[src/rtl/free_list_ctrl.sv]
// rtl/free_list_ctrl.sv - physical-register free-list circular queue controller
// Seeds the tag storage after reset, then pops free tags at head and pushes released tags at tail.
module free_list_ctrl #(
  parameter int DEPTH     = 64,
  parameter int INDEX     = 6,
  parameter int WIDTH     = 7,
  parameter int INIT_BASE = 32
) (
  input  logic             clk,
  input  logic             reset,
  input  logic             push_i,
  input  logic [WIDTH-1:0] pushTag_i,
  input  logic             pop_i,
  output logic [WIDTH-1:0] popTag_o,
  output logic             ready_o,
  output logic             empty_o,
  output logic             full_o,
  output logic [INDEX:0]   count_o,
  output logic             overflow_o,
  output logic             underflow_o,
  output logic [INDEX-1:0] ramRdAddr_o,
  input  logic [WIDTH-1:0] ramRdData_i,
  output logic             ramWe_o,
  output logic [INDEX-1:0] ramWrAddr_o,
  output logic [WIDTH-1:0] ramWrData_o
);

  typedef enum logic {S_INIT, S_READY} state_t;

  localparam logic [INDEX:0]   FULL_CNT = (INDEX+1)'(DEPTH);
  localparam logic [INDEX-1:0] LAST_IDX = INDEX'(DEPTH - 1);

  state_t           r_state;
  state_t           w_next_state;
  logic [INDEX-1:0] r_init_cnt;
  logic [INDEX-1:0] r_head;
  logic [INDEX-1:0] r_tail;
  logic [INDEX:0]   r_count;
  logic             r_overflow;
  logic             r_underflow;
  logic             w_ready;
  logic             w_empty;
  logic             w_full;
  logic             w_pop_ok;
  logic             w_push_ok;

  assign w_ready = (r_state == S_READY);
  assign w_empty = (r_count == '0);
  assign w_full  = (r_count == FULL_CNT);

  always_ff @(posedge clk) begin
    if (reset) r_state <= S_INIT;
    else       r_state <= w_next_state;
  end

  always_comb begin
    w_next_state = r_state;
    if (r_state == S_INIT && r_init_cnt == LAST_IDX) w_next_state = S_READY;
  end

  // Only the write port changes with state; the read side always tracks head.
  always_comb begin
    w_pop_ok    = w_ready & pop_i & ~w_empty;
    w_push_ok   = w_ready & push_i & (~w_full | w_pop_ok);
    ramWe_o     = 1'b0;
    ramWrAddr_o = r_tail;
    ramWrData_o = pushTag_i;
    if (r_state == S_INIT) begin
      ramWe_o     = 1'b1;
      ramWrAddr_o = r_init_cnt;
      ramWrData_o = WIDTH'(INIT_BASE) + WIDTH'(r_init_cnt);
    end else if (w_push_ok) begin
      ramWe_o     = 1'b1;
    end
  end

  always_ff @(posedge clk) begin
    if (reset) begin
      r_init_cnt  <= '0;
      r_head      <= '0;
      r_tail      <= '0;
      r_count     <= '0;
      r_overflow  <= 1'b0;
      r_underflow <= 1'b0;
    end else if (r_state == S_INIT) begin
      r_init_cnt <= r_init_cnt + 1'b1;
      if (r_init_cnt == LAST_IDX) begin
        r_count <= FULL_CNT;
        r_head  <= '0;
        r_tail  <= '0;
      end
    end else begin
      if (w_pop_ok)  r_head <= r_head + 1'b1;
      if (w_push_ok) r_tail <= r_tail + 1'b1;
      case ({w_push_ok, w_pop_ok})
        2'b10:   r_count <= r_count + 1'b1;
        2'b01:   r_count <= r_count - 1'b1;
        default: r_count <= r_count;
      endcase
      if (push_i & ~w_push_ok) r_overflow  <= 1'b1;
      if (pop_i & w_empty)     r_underflow <= 1'b1;
    end
  end

  assign ramRdAddr_o = r_head;
  assign popTag_o    = ramRdData_i;
  assign ready_o     = w_ready;
  assign empty_o     = w_empty;
  assign full_o      = w_full;
  assign count_o     = r_count;
  assign overflow_o  = r_overflow;
  assign underflow_o = r_underflow;

endmodule

[config.mk]
export PLATFORM = sky130hd
export DESIGN_NAME = free_list_ctrl
export DESIGN_NICKNAME = d
export VERILOG_FILES = /design/src/rtl/free_list_ctrl.sv
export SDC_FILE = /design/constraint.sdc
export NUM_CORES = 1
export LEC_CHECK = 0
export CAP_MARGIN = 20
export CORE_MARGIN = 2
export CORE_UTILIZATION = 29
export DETAILED_ROUTE_END_ITERATION = 12
export SETUP_SLACK_MARGIN = 0.3
export SYNTH_ARGS = -nofsm -noshare
export SYNTH_HDL_FRONTEND = slang
export SYNTH_SLANG_ARGS = --single-unit
[constraint.sdc]
create_clock -name clk -period 3.4 [get_ports clk]
set_input_delay 0.51 -clock clk [delete_from_list [all_inputs] [get_ports clk]]
set_output_delay 0.51 -clock clk [all_outputs]
set_load 0.1 [all_outputs]
==> out/metrics.cfg <==
[setup_path]
crit_type=input port to register
timing.rr.start=count_o[0]
crit_path_top_delay_cell=clkdlybuf4s50_1
r2r_setup_slack_ps=750
crit_path_start_kind=input port
crit_fanout=5
cpPeakStageDelay_ps=550
rr_worst_depth=11
end_kind=register
path_cells=clkdlybuf4s50_1 -> nand2_1 -> a31o_2 -> nor2_1 -> inv_1 -> fa_1 -> nand2b_1 -> a21oi_1 -> o22ai_1 -> xor2_1 -> a21o_1 -> a211oi_2
worst_ep_required_time_ps=3590
cp.arrival_ps=3010
rr_endpoint=count_o[6]

[synthesis]
synth-edff-count=0
synth_area_mm2=0.00168
syn-num-nets=238
async_flop_share=0
ys_types=40
synth_flop_cell=dfxtp_1
syn_avg_cell_area_um2=7.98
yosysWarnings=0
synth_seq_area_share=0.333
syn_inst=211
ys_seq_elements=28

[clock_tree]
cts_setup_buffers=0
clock-root-buffer=clkbuf_8
cts_made_buffers=3
worstSkewPairLatency_ps=270
clkTransAtPathRegs_ps=90
htreeDepth=1
cts_tree=built
clkSinkCount=28
clockBufferDepth=2
post_cts_resized=0
ctsHoldBuffers=0

[pwr]
peakVddDrop_uv=130
p_leak_nw=0.896
power.density_mw_per_mm2=280
finalPower_mw=0.602
p_sw_mw=0.166
swShare=0.276
p_clk_frac=0.294
combPwrFrac=0.150
power.internal_mw=0.435
sequentialPowerShare=0.556

[die]
coreArea_mm2=0.00554
io_pins=57
die_area_mm2=0.00643
num_rows=27
start_util=0.304
fp.dieW_um=80.2
die_h_um=80.2

[placement]
dp_hpwl_mm=2.82
place_congestion=0.891
port_buffers=42
postPlaceCellArea_mm2=0.00211

[global_routing]
first_global_vias=1423
overflow=0
grt_util_met2=0.198
grt_pass1_wl_mm=6.42
grt_max_degree=33
grt_usage=0.124
grt_use_met3=0.0225
grt.met1_usage=0.169
antenna_found_initial=0
gr-max-usage-layer=met2

[detailed_routing]
dr.pass1.iters=4
route.detailed.drc=0
via_per_inst=4.73
drt-initial-drc-count=61
drt-total-wl_mm=3.79
wire_per_inst_um=11.9
antenna_left=0
vias=1505

[min_path]
holdPathStages=2
min_from=overflow_o
hold_end=overflow_o
hold_class=register to register

[timing]
rsz0062_at_grt=false
min_period_ps=2820
setup_viol=0
fmax_mhz=355
slew_headroom=0.338
fin_skew_ps=5.00
final-max-slew-violation-count=0
fin_tns_setup_ps=0
worst_pin_slew_ps=990
period_share=0.828
hold_viol_final=0

[layout]
synthToLayoutAreaGrowth_pct=27.7
stdcell_area_mm2=0.00215
final_util=0.388
final_nets=275
fill_cells=584
n_antenna_cell=0
drive_above_1_share=0.171

[run]
maxCapViolCount=0

[run_status]
outcome=completed

-- Yosys cell counts, types with 2 or more instances --
| library cell | count | area (um2) |
|---|---|---|
| a21oi_1 | 10 | 50.1 |
| a22oi_1 | 3 | 22.5 |
| a31oi_1 | 2 | 12.5 |
| and3_1 | 4 | 25.0 |
| buf_4 | 7 | 52.6 |
| clkbuf_1 | 5 | 18.8 |
| dfxtp_1 | 28 | 561 |
| ha_1 | 8 | 100 |
| inv_1 | 8 | 30.0 |
| mux2_2 | 2 | 22.5 |
| mux2i_1 | 2 | 20.0 |
| nand2_1 | 41 | 154 |
| nand2b_1 | 11 | 68.8 |
| nand4_1 | 4 | 25.0 |
| nor2_1 | 32 | 120 |
| nor2b_1 | 2 | 12.5 |
| o21ai_0 | 4 | 20.0 |
| or2_2 | 2 | 12.5 |
| or3_1 | 2 | 12.5 |
| xnor2_1 | 4 | 35.0 |
| xor2_1 | 11 | 96.3 |
-- registers in the layout, summed over array words and instances (netlist names) --
name / flops
ramRdAddr_o: 6
r_init_cnt: 6
r_tail: 6
overflow_o: 1
count_o: 7
ready_o: 1
underflow_o: 1
-- area by class of cell --
class / instances / area (um2) / share of cell area
Clock buffer: 3 / 41.3 / 0.0192
Timing Repair Buffer: 45 / 400 / 0.186
Sequential cell: 28 / 571 / 0.265
Multi-Input combinational cell: 162 / 1020 / 0.473
Tap cell: 72 / 90.1 / 0.0419
Inverter: 8 / 30.0 / 0.0140
-- power by group through the flow --
stage	sequential, mW	clock, mW	combinational, mW
after floorplan	0.341	0	0.103
after global routing	0.335	0.203	0.0946
after global placement	0.342	0	0.0909
after detailed placement	0.342	0	0.0910
final	0.335	0.177	0.0904
after CTS	0.335	0.193	0.0912
-- layer usage --
layer	wire, um	up-vias
li1	-	769
met1	1870	685
met2	1680	47
met3	217	4
met4	21	0
met5	0	-
-- metrics by stage --
stage	hold slack, ps	cells	setup slack [ps]
global route	536	318	450
detailed placement	474	315	297
floorplan	473	211	432
finish	490	318	584
CTS	499	318	586
global placement	471	315	335
-- placed cells by master (no fill, tap or decap), drive strengths merged, types with 2 or more instances in the layout --
master,synthesis,final
clkdlybuf4s50,0,25
or3,2,2
nand2,41,41
nor2,32,32
o21ai,4,4
a21oi,10,10
nor2b,2,2
or2,2,2
mux2i,2,2
a31oi,2,2
ha,8,8
clkbuf,5,3
buf,8,20
nand2b,12,12
mux2,2,2
inv,8,8
nand4,4,4
xnor2,4,4
xor2,11,11
dfxtp,28,28
a22oi,3,3
and3,5,5
-- cells by family after synthesis --
group,after synthesis,synth area share
flops,28,0.333
mux,4,0.0253
compound gates,28,0.117
xor+xnor,15,0.0781
fa+ha+maj,9,0.0714
buf+inv,21,0.0625
simple gates,106,0.313
-- how the worst max path moves through the flow --
| stage | from | depth (start not counted) | to |
|---|---|---|---|
| after floorplan | count_o[4] | 11 | count_o[6] |
| after global placement | pop_i | 12 | count_o[6] |
| after detailed placement | pop_i | 12 | count_o[6] |
| after CTS | pop_i | 12 | count_o[6] |
| after global routing | pop_i | 12 | count_o[6] |
| final | pop_i | 12 | count_o[6] |
-- critical path: cells and delay by family --
kind | cells | cell delay (ps)
AOI/OAI and AO/OA | 5 | 950
xor gates and xnor gates | 1 | 160
adders and majority gates | 1 | 370
buffers and inverters | 2 | 620
and+or+nand+nor | 3 | 390
Note: power is estimated with default switching activity, not from simulation.
